==> src/rtl/ifu_pkg.sv <==
// Shared types and constants for the instruction fetch unit.
package ifu_pkg;

    localparam int ADDR_W_DEF  = 32;
    localparam int DATA_W_DEF  = 32;
    localparam int TIMEOUT_DEF = 16;

    localparam int         PC_INCR    = 4;
    localparam logic [1:0] ALIGN_MASK = 2'b11;

    typedef enum logic [1:0] {
        IDLE = 2'd0,
        REQ  = 2'd1,
        DONE = 2'd2
    } ifu_state_e;

endpackage

==> src/rtl/ifu_timeout_counter.sv <==
// Wait-cycle counter for the fetch request phase; only built with IFU_TIMEOUT_EN.
`ifdef IFU_TIMEOUT_EN
module ifu_timeout_counter
    import ifu_pkg::*;
#(
    parameter int TIMEOUT = TIMEOUT_DEF
) (
    input  logic clk_i,
    input  logic rst_i,
    input  logic clear_i,
    input  logic enable_i,
    output logic expired_o
);

    localparam int CW = $clog2(TIMEOUT + 1);

    logic [CW-1:0] cnt_q;
    logic [CW-1:0] cnt_d;

    always_comb begin
        cnt_d = cnt_q;
        if (clear_i) begin
            cnt_d = '0;
        end else if (enable_i) begin
            cnt_d = cnt_q + CW'(1);
        end
    end

    always_ff @(posedge clk_i) begin
        if (rst_i) begin
            cnt_q <= '0;
        end else begin
            cnt_q <= cnt_d;
        end
    end

    // Fires on the wait cycle that brings the count to TIMEOUT.
    assign expired_o = enable_i && (cnt_q == CW'(TIMEOUT - 1));

endmodule
`endif

==> src/rtl/instr_fetch_unit.sv <==
// Instruction fetch: one req/ack read per fetchStart, latching the word and PC+4.
// Optional request timeout is enabled by defining IFU_TIMEOUT_EN.
module instr_fetch_unit
    import ifu_pkg::*;
#(
    parameter int ADDR_W  = ADDR_W_DEF,
    parameter int DATA_W  = DATA_W_DEF,
    parameter int TIMEOUT = TIMEOUT_DEF
) (
    input  logic              CLK,
    input  logic              RST,
    input  logic [ADDR_W-1:0] pcIn,
    input  logic              fetchStart,
    input  logic              flush,
    output logic              memReq,
    output logic [ADDR_W-1:0] memAddr,
    input  logic              memAck,
    input  logic [DATA_W-1:0] memRdata,
    output logic [DATA_W-1:0] instrOut,
    output logic [ADDR_W-1:0] pcPlus4,
    output logic              busy,
    output logic              done,
    output logic              fault,
    output logic [1:0]        dbgState
);

    // memReq/memAck: memReq rises on entry to REQ and stays high with a stable
    // memAddr until the cycle memAck is sampled high (or flush/timeout); memAck
    // is only meaningful while memReq is high.

    ifu_state_e state_q, state_d;

    logic              mem_req_q,  mem_req_d;
    logic [ADDR_W-1:0] mem_addr_q, mem_addr_d;
    logic [ADDR_W-1:0] pc_plus4_q, pc_plus4_d;
    logic [DATA_W-1:0] instr_q,    instr_d;
    logic              fault_q,    fault_d;

    logic start_ok;
    logic misaligned;
    logic to_expired;

    assign start_ok   = fetchStart && !flush;
    assign misaligned = |(pcIn[1:0] & ALIGN_MASK);

`ifdef IFU_TIMEOUT_EN
    ifu_timeout_counter #(
        .TIMEOUT (TIMEOUT)
    ) u_timeout (
        .clk_i     (CLK),
        .rst_i     (RST),
        .clear_i   (state_q != REQ),
        .enable_i  ((state_q == REQ) && !memAck && !flush),
        .expired_o (to_expired)
    );
`else
    logic unused_timeout;
    assign unused_timeout = ^32'(TIMEOUT);
    assign to_expired     = 1'b0;
`endif

    always_ff @(posedge CLK) begin
        if (RST) begin
            state_q <= IDLE;
        end else begin
            state_q <= state_d;
        end
    end

    always_comb begin
        state_d = state_q;
        case (state_q)
            IDLE: begin
                if (start_ok) begin
                    state_d = misaligned ? DONE : REQ;
                end
            end
            REQ: begin
                // flush outranks a same-cycle memAck; the data is dropped.
                if (flush) begin
                    state_d = IDLE;
                end else if (memAck || to_expired) begin
                    state_d = DONE;
                end
            end
            DONE:    state_d = IDLE;
            default: state_d = IDLE;
        endcase
    end

    always_comb begin
        mem_req_d  = mem_req_q;
        mem_addr_d = mem_addr_q;
        pc_plus4_d = pc_plus4_q;
        instr_d    = instr_q;
        fault_d    = fault_q;
        case (state_q)
            IDLE: begin
                if (start_ok) begin
                    mem_addr_d = pcIn;
                    pc_plus4_d = pcIn + ADDR_W'(PC_INCR);
                    fault_d    = misaligned;
                    mem_req_d  = !misaligned;
                end
            end
            REQ: begin
                if (flush) begin
                    mem_req_d = 1'b0;
                end else if (memAck) begin
                    instr_d   = memRdata;
                    mem_req_d = 1'b0;
                end else if (to_expired) begin
                    mem_req_d = 1'b0;
                    fault_d   = 1'b1;
                end
            end
            default: ;
        endcase
    end

    always_ff @(posedge CLK) begin
        if (RST) begin
            mem_req_q  <= 1'b0;
            mem_addr_q <= '0;
            pc_plus4_q <= '0;
            instr_q    <= '0;
            fault_q    <= 1'b0;
        end else begin
            mem_req_q  <= mem_req_d;
            mem_addr_q <= mem_addr_d;
            pc_plus4_q <= pc_plus4_d;
            instr_q    <= instr_d;
            fault_q    <= fault_d;
        end
    end

    assign memReq   = mem_req_q;
    assign memAddr  = mem_addr_q;
    assign pcPlus4  = pc_plus4_q;
    assign instrOut = instr_q;
    assign fault    = fault_q;
    assign busy     = (state_q == REQ);
    assign done     = (state_q == DONE);
    assign dbgState = state_q;

endmodule

==> config.mk <==
export PLATFORM = sky130hd
export DESIGN_NAME = instr_fetch_unit
export DESIGN_NICKNAME = d
export VERILOG_FILES = /design/src/rtl/ifu_pkg.sv /design/src/rtl/ifu_timeout_counter.sv /design/src/rtl/instr_fetch_unit.sv
export SDC_FILE = /design/constraint.sdc
export NUM_CORES = 1
export LEC_CHECK = 0
export CAP_MARGIN = 0
export CORE_ASPECT_RATIO = 0.6
export CORE_MARGIN = 5
export CORE_UTILIZATION = 30
export CTS_BUF_LIST = sky130_fd_sc_hd__clkbuf_8
export DETAILED_ROUTE_END_ITERATION = 6
export SETUP_SLACK_MARGIN = 0.02
export SYNTH_ARGS = -nofsm -noshare
export SYNTH_HDL_FRONTEND = slang
export SYNTH_SLANG_ARGS = --single-unit
==> constraint.sdc <==
create_clock -name CLK -period 4.85 [get_ports CLK]
set_input_delay 1.2125 -clock CLK [delete_from_list [all_inputs] [get_ports CLK]]
set_output_delay 1.2125 -clock CLK [all_outputs]
set_load 0.05 [all_outputs]
**After elaboration in Yosys (flattened, before gate mapping)**

Cells that the tools add are included.
W data, S select, Z words.

- Bits of input ports: 69
- Word-level logic and storage cells: 31
- Flip-flop bits (word level): 100
- Output and inout bits: 102

- $add $sub $neg: 1
- Bitwise logic cells: 1
- Reduce and logical (&&, ||, !) cells: 10
- Equality and inequality tests: 4
- Multiplexer cells: 9

Operators by type and width:

| kind | count |
|---|---|
| $add A32 B3 Y32 const B | 1 |
| $mux W2 | 4 |
| $reduce_and A3 Y1 | 2 |
| $pmux W2 S2 | 1 |
| $reduce_and A2 Y1 | 2 |
| $mux W1 | 3 |
| $ne A3 B3 Y1 const B | 1 |
| $eq A2 B1 Y1 const B | 1 |
| $eq A2 B2 Y1 const B | 1 |
| $logic_not A1 Y1 | 2 |
| $logic_not A2 Y1 | 1 |
| $ne A2 B2 Y1 const B | 1 |
| $pmux W1 S2 | 1 |
| $reduce_bool A2 Y1 | 1 |
| $reduce_or A2 Y1 | 1 |
| $logic_and A1 B1 Y1 | 1 |
| $not A1 Y1 | 1 |

**Longest topological paths before layout**

- Word-level depth: 4
- Mapped depth: 7

**Least setup slack after synthesis**

No wires, ideal clock.

- Path type: flip-flop to output port
- Start: register state_q[0] (netlist: dbgState[0])
- End: output port busy
- Buffers on the path: 1
- Setup slack: 1.991 ns
- Arrival: 1.646 ns
- Stages on the path, launching flop included: 3
- Cells stage by stage: dfxtp_1 -> clkbuf_1 -> nor2b_1

- Cells in the longest elaborated chain, start to end: 1

Ends and longest elaborated chain:

| item | RTL line | text |
|---|---|---|
| start: declaration | instr_fetch_unit.sv:31 | `ifu_state_e state_q, state_d;` |
| start signal: assignment | instr_fetch_unit.sv:66 | `state_q <= state_d;` |
| $eq A2 B1 Y1 | instr_fetch_unit.sv:142 | `assign busy = (state_q == REQ);` |
| end: declaration | instr_fetch_unit.sv:21 | `output logic busy,` |

No other way between the ends.

**Final worst setup path**

- Start: input port pcIn[6]
- End: register pc_plus4_q[31] (netlist: pcPlus4[31])

- Cells in the longest elaborated chain, start to end: 1

Ends and longest elaborated chain:

| item | RTL line | text |
|---|---|---|
| start: declaration | instr_fetch_unit.sv:12 | `input logic [ADDR_W-1:0] pcIn,` |
| $add A32 B3 Y32 | instr_fetch_unit.sv:101 | `pc_plus4_d = pcIn + ADDR_W'(PC_INCR);` |
| end signal: assignment | instr_fetch_unit.sv:131 | `pc_plus4_q <= pc_plus4_d;` |
| end: declaration | instr_fetch_unit.sv:35 | `logic [ADDR_W-1:0] pc_plus4_q, pc_plus4_d;` |

No other way between the ends.
A chain may end at the register's enable or synchronous reset.

==> impl_metrics.ini <==
[outcome]
status = complete, no violations

[route]
first_pass_iters = 4
ant_nets = 0
routedWlPerCell_um = 16.3
drt_wl_total_um = 13300
routed-via-count = 3960
via_per_inst = 4.84
drc = 0
drt_iter0_markers = 175

[synth]
ys_warn_count = 0
synth-seq-area-share_pct = 49.0
synth_area_leader_cell = dfxtp_1
synthesis.area_um2 = 4010
synth.area.top_cells = dfxtp_1 (49%), nand2_1 (13%), a21oi_1 (8.5%), nor2_1 (2.9%), a311oi_1 (2.6%)
syn_avg_cell_area_um2 = 8.04
syn-num-nets = 568
ys_ff_latch = 98
synth.top_cell.area_share_pct = 49.0
synth_edf_count = 0
synth.distinct_cells = 39
postSynth.asyncResetShare_pct = 0
syn_inst = 498
synth-main-ff-cell = dfxtp_1

[timing]
fin_crit_sh_pct = 71.0
min_period_ns = 3.44
slew_headroom_pct = 23.3
rsz0062_at_grt = false
worst_slack_ns = 1.41
tightest_slew_ns = 1.15
fmax_mhz = 291
finalHoldViolations = 0
finalSetupViolCount = 0
setup-tns-final_ns = 0
final_max_slew_viol_count = 0
finalClockSkew_ns = 0.0107

[final_layout]
multi_input_area_um2 = 1870
drive_above_1_share_pct = 3.70
instances_no_fill = 819
area_growth_pct = 49.1
fin_nets = 714
register_area_um2 = 1960
n_antenna_cell = 0
nFillCells = 1269
final_util_pct = 46.1

[clocking]
clkSinkCount = 98
htreeDepth = 3
post_cts_resized = 0
cts-root-buf = clkbuf_8
numCtsBuffers = 9
clk_latency_ns = 0.37
cts_setup_buffers = 0
clock_path_buffers = 2
cts_tree = yes
holdBufCountCts = 0
clk_pin_slew_ns = 0.10

[floorplan]
die_h_um = 99.5
initial_core_util_pct = 30.9
die_w_um = 159
rows = 32
io_pins = 171
die_area_um2 = 15800
core_area_um2 = 13000

[grt]
grt_max_degree = 101
grt_pass1_vias = 3719
antenna_found_initial = 0
grt-ovfl-total = 0
grt_usage_pct = 16.2
grt_pass1_wl_um = 20900

[worst_setup_path]
worst-path-max-fanout = 15
cp.arrival_ns = 3.72
crit_chain = clkdlybuf4s50_1, nand4_1, or3_1, or4_1, a311oi_1
reg2reg_depth = 4
startpoint_type = input pin
required_ns = 5.12
max_stage_delay_ns = 0.68
crit_path_end_kind = register
slowest_stage = or3_1
criticalPathCategory = input pin to register

[pwr]
p_leak_nw = 1.95
p_per_area_nw_per_um2 = 296
ir_worst_vdd_v = 0.000148

[place]
gp_congestion = 0.793
hpwl_um = 9800
place_inst = 803
pre_cts_slack_ns = 1.05
port_buffers = 170

[hold_path]
hold_path_depth = 2
hold_class = register to register

[job]
drv_cap = 0
-- per-stage QoR --
step / hold slack, ns / total power [mW] / area, um2
final: 0.460 / 1.77 / 5970
after global routing: 0.482 / 1.85 / 5970
after floorplan: 0.671 / 1.08 / 4010
after detailed placement: 0.449 / 1.24 / 5770
after CTS: 0.461 / 1.79 / 5970
after global placement: 0.442 / 1.24 / 5770
-- where the power goes --
part | switching (mW) | leakage (nW) | internal, mW
registers | 0.0196 | 0.799 | 0.837
clock network | 0.292 | 0.104 | 0.254
logic | 0.226 | 1.04 | 0.137
-- registers in the layout, indices dropped and copies added (netlist names) --
| register | cells |
|---|---|
| fault | 1 |
| memAddr | 32 |
| instrOut | 32 |
| memReq | 1 |
| pcPlus4 | 30 |
| dbgState | 2 |
-- metal layers --
| metal | vias to the layer above | wire (um) | global-route usage [%] | part of all wire [%] |
|---|---|---|---|---|
| met5 | - | 0 | 0 | 0 |
| met3 | 15 | 1110 | 5.80 | 8.3 |
| met4 | 0 | 215 | 3.80 | 1.6 |
| met2 | 117 | 5670 | 23.8 | 43 |
| li1 | 2017 | - | - | - |
| met1 | 1811 | 6340 | 22.8 | 48 |
-- cell type report --
type,instances,share of cell area (%)
tap,170,3.56
timing repair buffer,173,28.8
inverter,3,0.188
sequential,98,32.8
clock inverter,6,1.07
multi-input combinational,359,31.2
clock buffer,10,2.30
-- synth_stat cells (all sizes together), types with 4 or more instances --
cell type,n
or4,9
nor2,31
a21oi,68
nor3,8
a311oi,12
nor4,6
nand2,140
xnor2,8
o31ai,8
buf,11
dfxtp,98
nand3,10
a211oi,12
o21ai,8
clkbuf,26
xor2,4
and4,4
or3,8
nand4,7
-- worst max-delay path: cells and delay by family --
| kind | cells | cell delay [ns] |
|---|---|---|
| and+or+nand+nor | 3 | 1.63 |
| buffers and inverters | 1 | 0.61 |
| AOI/OAI and AO/OA | 1 | 0.26 |
-- placed cells by master, fill, tap and decap left out, types with 2 or more instances in the layout --
master	instances
a21oi_1	68
inv_1	4
o31ai_1	8
nand4_1	6
nor2_1	31
clkdlybuf4s50_1	169
or3_1	7
and4_1	4
xnor2_1	8
nand3_1	9
inv_6	2
or4_1	9
o21a_1	2
nand2_1	140
o21ai_0	8
xor2_1	4
nor3b_1	3
dfxtp_1	98
nor4_1	6
nor2b_1	2
a311oi_1	12
buf_4	4
nor3_1	8
clkbuf_8	10
a211oi_1	12
-- path summary, 6_finish.rpt --
kind | startpoint | end | slack, ns
setup / recovery | pcIn[6] | pcPlus4[31] | 1.41
hold / removal | instrOut[27] | instrOut[27] | 0.46
setup reg to reg | dbgState[0] | instrOut[6] | 2.64
hold reg to reg | instrOut[27] | instrOut[27] | 0.46
-- cell families (layout without fill, tap and decap cells) --
kind of cell | count (synthesis) | count (layout) | share of synthesized area, %
buffers and inverters | 41 | 192 | 4.68
AO/OA/AOI/OAI | 112 | 112 | 16.6
AND/OR/NAND/NOR | 234 | 234 | 26.8
adder cells (fa/ha/maj) | 1 | 1 | 0.312
XOR/XNOR | 12 | 12 | 2.62
flip-flops | 98 | 98 | 49.0
Note: power is estimated with default switching activity, not from simulation.
